**src/rtl/matmul_ctrl_pkg.sv**
```systemverilog
// Shared types and sizing helpers for the matrix-multiply sequencing controller.
package matmul_ctrl_pkg;

    localparam int DATA_WIDTH = 8;
    localparam int ACC_W      = 2 * DATA_WIDTH + 2;

    typedef enum logic [2:0] {
        S_IDLE,
        S_LOAD_A,
        S_LOAD_B,
        S_CLEAR,
        S_MAC,
        S_WRITE,
        S_DONE
    } state_t;

    function automatic int addr_w(input int m, input int n);
        return m + n;
    endfunction

    // Counter width for a 0..max-1 range, never narrower than one bit.
    function automatic int cnt_w(input int max);
        return (max > 1) ? $clog2(max) : 1;
    endfunction

endpackage

```
**src/rtl/matmul_idx_cnt.sv**
```systemverilog
// Three-level (i,j,k) nested index counter; k is innermost and carries into j, then i.
module matmul_idx_cnt import matmul_ctrl_pkg::*; #(
    parameter int K_MAX = 4,
    parameter int J_MAX = 4,
    parameter int I_MAX = 4,
    parameter int KW    = cnt_w(K_MAX),
    parameter int JW    = cnt_w(J_MAX),
    parameter int IW    = cnt_w(I_MAX)
) (
    input  logic          clk,
    input  logic          rst,
    input  logic          clr,
    input  logic          step,
    output logic [KW-1:0] k,
    output logic [JW-1:0] j,
    output logic [IW-1:0] i,
    output logic          k_last,
    output logic          j_last,
    output logic          i_last
);

    assign k_last = (k == KW'(K_MAX - 1));
    assign j_last = (j == JW'(J_MAX - 1));
    assign i_last = (i == IW'(I_MAX - 1));

    always_ff @(posedge clk) begin
        if (rst || clr) begin
            k <= '0;
            j <= '0;
            i <= '0;
        end else if (step) begin
            if (k_last) begin
                k <= '0;
                if (j_last) begin
                    j <= '0;
                    i <= i_last ? '0 : i + 1'b1;
                end else begin
                    j <= j + 1'b1;
                end
            end else begin
                k <= k + 1'b1;
            end
        end
    end

endmodule

```
**src/rtl/matmul_ctrl.sv**
```systemverilog
// Load/compute sequencer for the matmul datapath: streams A and B into the operand
// RAMs, then walks each C(i,j) with DIM+1 MAC phases followed by one write cycle.
module matmul_ctrl import matmul_ctrl_pkg::*; #(
    parameter int DIM = 4,
    parameter int m   = 8,
    parameter int n   = 8
) (
    input  logic                   clk,
    input  logic                   rst,
    input  logic                   start,
    input  logic                   in_valid,
    output logic                   in_ready,
    output logic                   busy,
    output logic                   done,
    output logic                   m1EN,
    output logic                   m1rEN,
    output logic                   m1wEN,
    output logic                   m2EN,
    output logic                   m2rEN,
    output logic                   m2wEN,
    output logic                   m3EN,
    output logic                   m3rEN,
    output logic                   m3wEN,
    output logic                   mult_ld,
    output logic                   mult_rst,
    output logic [addr_w(m,n)-1:0] addr1,
    output logic [addr_w(m,n)-1:0] addr2,
    output logic [addr_w(m,n)-1:0] addr3
);

    localparam int AW     = addr_w(m, n);
    localparam int LD_MAX = DIM * DIM;
    localparam int LW     = cnt_w(LD_MAX);
    localparam int PH_MAX = DIM + 2;
    localparam int PW     = cnt_w(PH_MAX);
    localparam int IW     = cnt_w(DIM);

    state_t state, state_next;

    logic [LW-1:0] ld_idx;
    logic [0:0]    ld_j, ld_i;
    logic          ld_last, ld_j_last, ld_i_last, ld_step;

    logic [PW-1:0] ph;
    logic [IW-1:0] ci, cj;
    logic          ph_last, cj_last, ci_last, cnt_step;

    logic [AW-1:0] row_base, a_idx, b_idx, c_idx;

    assign ld_step  = in_valid && (state == S_LOAD_A || state == S_LOAD_B);
    assign cnt_step = (state == S_MAC) || (state == S_WRITE);

    // Load counter: one flat level covering all DIM*DIM words, shared by A and B.
    matmul_idx_cnt #(.K_MAX(LD_MAX), .J_MAX(1), .I_MAX(1)) u_ld_cnt (
        .clk    (clk),
        .rst    (rst),
        .clr    (state == S_IDLE),
        .step   (ld_step),
        .k      (ld_idx),
        .j      (ld_j),
        .i      (ld_i),
        .k_last (ld_last),
        .j_last (ld_j_last),
        .i_last (ld_i_last)
    );

    // Compute counter: k runs DIM MAC read phases, one drain phase, then the WRITE
    // phase, whose wrap carries j (and i) forward exactly as the write completes.
    matmul_idx_cnt #(.K_MAX(PH_MAX), .J_MAX(DIM), .I_MAX(DIM)) u_mac_cnt (
        .clk    (clk),
        .rst    (rst),
        .clr    (state == S_CLEAR),
        .step   (cnt_step),
        .k      (ph),
        .j      (cj),
        .i      (ci),
        .k_last (ph_last),
        .j_last (cj_last),
        .i_last (ci_last)
    );

    logic unused_flags;
    assign unused_flags = ^{ld_j, ld_i, ld_j_last, ld_i_last, ph_last};

    assign row_base = AW'(ci) * AW'(DIM);
    assign a_idx    = row_base + AW'(ph);
    assign b_idx    = AW'(ph) * AW'(DIM) + AW'(cj);
    assign c_idx    = row_base + AW'(cj);

    always_ff @(posedge clk) begin
        if (rst) state <= S_IDLE;
        else     state <= state_next;
    end

    always_comb begin
        state_next = state;
        in_ready   = 1'b0;
        busy       = (state != S_IDLE);
        done       = 1'b0;
        m1EN       = 1'b0;
        m1rEN      = 1'b0;
        m1wEN      = 1'b0;
        m2EN       = 1'b0;
        m2rEN      = 1'b0;
        m2wEN      = 1'b0;
        m3EN       = 1'b0;
        m3rEN      = 1'b0;
        m3wEN      = 1'b0;
        mult_ld    = 1'b0;
        mult_rst   = 1'b0;
        addr1      = '0;
        addr2      = '0;
        addr3      = '0;
        case (state)
            S_IDLE: begin
                if (start) state_next = S_LOAD_A;
            end
            S_LOAD_A: begin
                in_ready = 1'b1;
                m1EN     = in_valid;
                m1wEN    = in_valid;
                addr1    = AW'(ld_idx);
                if (in_valid && ld_last) state_next = S_LOAD_B;
            end
            S_LOAD_B: begin
                in_ready = 1'b1;
                m2EN     = in_valid;
                m2wEN    = in_valid;
                addr2    = AW'(ld_idx);
                if (in_valid && ld_last) state_next = S_CLEAR;
            end
            S_CLEAR: begin
                mult_rst   = 1'b1;
                state_next = S_MAC;
            end
            S_MAC: begin
                // Reads lead the accumulate by one phase to cover RAM read latency.
                if (ph < PW'(DIM)) begin
                    m1EN  = 1'b1;
                    m1rEN = 1'b1;
                    m2EN  = 1'b1;
                    m2rEN = 1'b1;
                    addr1 = a_idx;
                    addr2 = b_idx;
                end
                mult_ld = (ph != '0);
                if (ph == PW'(DIM)) state_next = S_WRITE;
            end
            S_WRITE: begin
                m3EN       = 1'b1;
                m3wEN      = 1'b1;
                addr3      = c_idx;
                mult_rst   = 1'b1;
                state_next = (ci_last && cj_last) ? S_DONE : S_MAC;
            end
            S_DONE: begin
                done       = 1'b1;
                state_next = S_IDLE;
            end
            default: state_next = S_IDLE;
        endcase
    end

endmodule

```
**config.mk**
```make
export PLATFORM = sky130hd
export DESIGN_NAME = matmul_ctrl
export DESIGN_NICKNAME = d
export VERILOG_FILES = /design/src/rtl/matmul_ctrl_pkg.sv /design/src/rtl/matmul_idx_cnt.sv /design/src/rtl/matmul_ctrl.sv
export SDC_FILE = /design/constraint.sdc
export NUM_CORES = 1
export LEC_CHECK = 0
export ABC_CLOCK_PERIOD_IN_PS = 1530
export BUFFER_PORTS_ARGS = -buffer_cell sky130_fd_sc_hd__buf_2
export CAP_MARGIN = 0
export CORE_MARGIN = 2
export CORE_UTILIZATION = 41
export CTS_CLUSTER_DIAMETER = 40
export DETAILED_ROUTE_END_ITERATION = 7
export HOLD_SLACK_MARGIN = 0.05
export PLACE_DENSITY_LB_ADDON = 0.2
export SETUP_SLACK_MARGIN = 0.02
export SKIP_LAST_GASP = 1
export SLEW_MARGIN = 20
export SYNTH_ARGS = -nofsm -noshare
export SYNTH_HDL_FRONTEND = slang
export SYNTH_SLANG_ARGS = --single-unit
```
**constraint.sdc**
```tcl
create_clock -name clk -period 1.53 [get_ports clk]
set_input_delay 0.0765 -clock clk [delete_from_list [all_inputs] [get_ports clk]]
set_output_delay 0.0765 -clock clk [all_outputs]
set_load 0.005 [all_outputs]
```
## Word-level counts from Yosys, hierarchy flattened

Index checks and enable logic that the tools add are counted.

- Output and inout bits: 62
- Word-level logic and storage cells: 69
- Input port bits: 4
- Register bits after elaboration: 14

- Mux-type cells: 26
- Add/subtract/negate cells: 7
- Magnitude comparators: 1
- Reduce and logical (&&, ||, !) cells: 15
- Equal/unequal tests: 15

Operators by type and width:

| kind | count |
|---|---|
| $pmux 3 s6 | 1 |
| $eq 3x3->1 const B | 5 |
| $mux 3 | 5 |
| $pmux 6 s2 | 1 |
| $mux 5 | 2 |
| $pmux 5 s2 | 1 |
| $mux 1 | 9 |
| $add 5x2->6 | 1 |
| $eq 3x2->1 const B | 2 |
| $mux 2 | 3 |
| $mux 6 | 1 |
| $ne 2x1->1 const B | 3 |
| $reduce_bool 3->1 | 2 |
| $add 4x2->5 | 1 |
| $add 4x3->5 | 1 |
| $add 2x1->2 const B | 2 |
| $add 4x1->4 const B | 1 |
| $eq 2x2->1 const B | 2 |
| $eq 4x4->1 const B | 1 |
| $logic_or 1x1->1 | 4 |
| $mux 4 | 1 |
| $pmux 1 s2 | 2 |
| $reduce_and 4->1 | 1 |
| $reduce_or 2->1 | 2 |
| other kinds (8) | 10 |

## Depth between registers and ports, before layout

- Depth after elaboration: 4
- Gate-level depth with buffers: 6
- Depth with buffers taken out: 5

## Modules after synthesis

Synthesis repeated with hierarchy kept, for this count alone.

- Cells, all modules: 180
- Area, all modules: 1352.5 sq um

By module, submodules not included:

| module | seq. area each (sq um) | area each (sq um) | times used | cells each |
|---|---|---|---|---|
| matmul_ctrl | 60.1 | 790.8 | 1 | 119 |
| matmul_idx_cnt (u_mac_cnt) | 140.1 | 332.8 | 1 | 35 |
| matmul_idx_cnt (u_ld_cnt) | 80.1 | 229.0 | 1 | 26 |

## Least setup slack after synthesis

OpenSTA, ideal clock, no wires.

- Kind: register to register
- From: reg state[1]
- To: reg u_mac_cnt.i[0]
- Arrival time: 1524 ps
- Data required time: 1460 ps
- Buffers on the path: 1
- Setup time: 70 ps
- Clock period less this slack: 1594 ps
- Stages on the path, launching flop included: 6
- Path slack: -64 ps
- Cell sequence: dfxtp_1 buf_2 nand3b_4 or4b_4 or3_1 a21oi_1

- Word-level cells in the longest chain between the ends: 3
- Elaborated cells on any way between the ends: 6
- Classes of those cells: eq/ne: 3; reduce/logical: 3

RTL lines:

| what | RTL line | source |
|---|---|---|
| start: declaration | matmul_ctrl.sv:38 | `state_t state, state_next;` |
| start signal: assignment | matmul_ctrl.sv:92 | `else state <= state_next;` |
| $eq 3x3->1 | matmul_ctrl.sv:51 | `assign cnt_step = (state == S_MAC) \|\| (state == S_WRITE);` |
| $logic_or 1x1->1 | matmul_ctrl.sv:51 |  |
| $reduce_and 3->1 (no source line) | -- |  |
| end signal: assignment | matmul_idx_cnt.sv:36 | `i <= i_last ? '0 : i + 1'b1;` |
| end: declaration | matmul_idx_cnt.sv:16 | `output logic [IW-1:0] i,` |

Parallel ways exist; a longest one is shown, timed or not.
A chain may end at the register's enable or synchronous reset.

## Worst setup path after layout

Same ends and word-level chain as after synthesis.

==> reports/results.ini <==
[detailed_routing]
wl_per_cell_um = 11.6
drt_pass1_iterations = 6
final_antenna_net_count = 0
routed_wl_mm = 2.92
drtIter0Drc = 41
post-route-drc-count = 0
viasPerCell = 4.66
vias = 1175

[power_and_ir_drop]
ir_drop_uv = 606
p_per_area_nw_per_um2 = 1120
p_leak_nw = 0.884

[status]
run_status = finished clean

[logic_synthesis]
yosys_warnings = 0
ys_ff_latch = 14
synth_top_flop_cell = dfxtp_1
syn_avg_cell_area_sq_um = 7.51
synth_area_sq_um = 1250
netlist-cell-type-count = 34
synth_cells = 166
ys_seq_area_share_pct = 22.5
async_reset_ff_share_pct = 0
synth_edf_count = 0

[place]
dp_hpwl_mm = 2.25
postPlaceCellArea_sq_um = 1410
dp_slack_ps = 15.9
place.port_buffers = 28
place_congestion = 0.842

[global_route]
grt.busiest_layer = met2
grtUsageMet3_pct = 5.24
grt_pass1_wl_mm = 4.63
overflow = 0
antenna_found_initial = 0
groute.usage.overall_pct = 17.2
grt_use_met2_pct = 29.2
grt_pass1_vias = 1039
grt_max_degree = 12
use_met1_pct = 21.9

[clock_tree]
clock_latency_ps = 280
cts_num_sinks = 14
cts_tree = done
cts_root_buf = clkbuf_4
clkTransAtPathRegs_ps = 90
htree_num_levels = 1
numCtsBuffers = 3
cts_buffer_depth = 2

[setup_path]
critical-path-max-stage-delay_ps = 520
timing.rr.start = state[1]
crit_fanout = 3
reg2reg_slack_ps = 30
path_class = reg2reg
critPathTopFamily = simple AND/OR/NAND/NOR gates
critPathSlowestCell = or4b_4
crit_arrival_ps = 1720
rr_endpoint = u_mac_cnt.i[0]
rr_worst_depth = 4
endpoint_kind = flip-flop
crit_end = u_mac_cnt.i[0]
path_cells = nand3b_4, or4b_4, or3_1, a21oi_1
required_ps = 1760
crit_buf_inv = 0
critPathLaunchType = flip-flop
crit_cells = 4
crit_start = state[1]

[sta]
fin_ws_ps = 31.5
fin_crit_sh_pct = 97.9
period_needed_ps = 1500
finalHoldViolCount = 0
rsz0062_at_grt = yes
drv_slew = 0
max_freq_mhz = 667
fin_skew_ps = 5.15
setup_viol = 0

[floorplan]
rows = 20
dieArea_sq_um = 3500
start_util_pct = 41.9
ioPinCount = 66
core_sq_um = 2980
fp.dieH_um = 59.2
dieWidth_um = 59.2

[cells_and_area]
num-nets-final = 227
mostFrequentLayoutCells = conb_1 (37), buf_2 (28), buf_4 (27), nor2_1 (21), dfxtp_1 (10)
final_common_cell = conb_1
final_area_sq_um = 1640
post_route_cells_drive_above_1_share_pct = 40.6
diodes = 0
syn_to_final_growth_pct = 31.6

[flow_run]
max_cap_viol_count = 0

[worst_hold_path]
hold_class = in2reg

==> stage by stage <==
stage               instances  TNS [ps]  utilization, %  hold slack, ps  power [mW]
floorplan                 202     -62.8               -             353        1.00
global placement          238         0            47.2             370        1.27
detailed placement        238         0            47.2             374        1.28
CTS                       247         0            50.9            53.4        1.66
global route              252      -163            55.1            65.6        1.99
finish                    252         0            55.1            62.7        1.85
==> layout make-up <==
class	instances	area [sq um]
timing repair buffer	60	407
clock buffer	4	36.3
tap	33	41.3
inverter	6	25.0
sequential	14	293
fill	286	1340
multi-input combinational	135	840
==> worst register-to-register path, delay by kind of cell, from the launching register on <==
family           cells  cell delay [ps]
flip-flops           1              340
AND/OR/NAND/NOR      3              980
AO/OA/AOI/OAI        1              110
==> where the power goes <==
group | leakage (nW) | internal [mW] | switching, mW
combinational | 0.747 | 0.567 | 0.557
sequential | 0.116 | 0.409 | 0.0369
clock | 0.0210 | 0.145 | 0.132
==> how the worst min path moves through the flow <==
stage	startpoint	depth (start not counted)	end	slack, ps
2_1_floorplan	rst	2	state[2]	350
3_3_place_gp	rst	2	state[2]	370
3_5_place_dp	rst	2	state[2]	370
4_1_cts	rst	2	state[2]	50
5_1_grt	rst	2	state[2]	70
6_report	rst	2	state[2]	60
==> cell usage after synthesis (2+ instances only) <==
cell type   n  area (sq um)
a21oi_1     7          35.0
dfxtp_1    14           280
nor2b_1     3          18.8
xnor2_1     5          43.8
nand2b_1    4          25.0
ha_1        3          37.5
inv_1       5          18.8
and3_1      5          31.3
nor2_1     23          86.3
a22oi_1     5          37.5
or3_1       2          12.5
nand3_1     3          15.0
o21ai_0     2          10.0
clkbuf_1    6          22.5
mux2i_1     5          50.1
o311a_1     2          20.0
nand2_1     6          22.5
buf_4      39           293
and2_1      3          18.8
a32oi_1     2          17.5
nor3b_1     2          15.0
nor3_1      8          40.0
==> sequential cells by signal (all words and copies together) (netlist names) <==
| signal | count |
|---|---|
| u_mac_cnt.k | 3 |
| state | 3 |
| u_mac_cnt.i | 2 |
| u_ld_cnt.k | 4 |
| u_mac_cnt.j | 2 |
==> cells by family after synthesis <==
logic type	count (synthesis)	synth area share, %
and+or+nand+nor	62	26.1
buffers and inverters	53	27.8
AOI/OAI and AO/OA	23	12.8
DFF	14	22.5
xor gates and xnor gates	5	3.51
muxes	5	4.01
adders and majority gates	3	3.01
other	1	0.301
==> timing repair <==
action,4_1_cts,5_1_grt
setup endpoints to repair,20,18
pin swaps,1,5
gates resized for setup,13,28
setup buffers,5,5
hold buffers,0,0
endpoints found under the hold margin,0,0
==> layer usage <==
metal / wire length (um) / part of all wire, %
met3: 140 / 4.8
met4: 26 / 0.89
met1: 1300 / 45
met2: 1450 / 50
met5: 0 / 0
No activity file was read; power rests on OpenSTA's default activity.
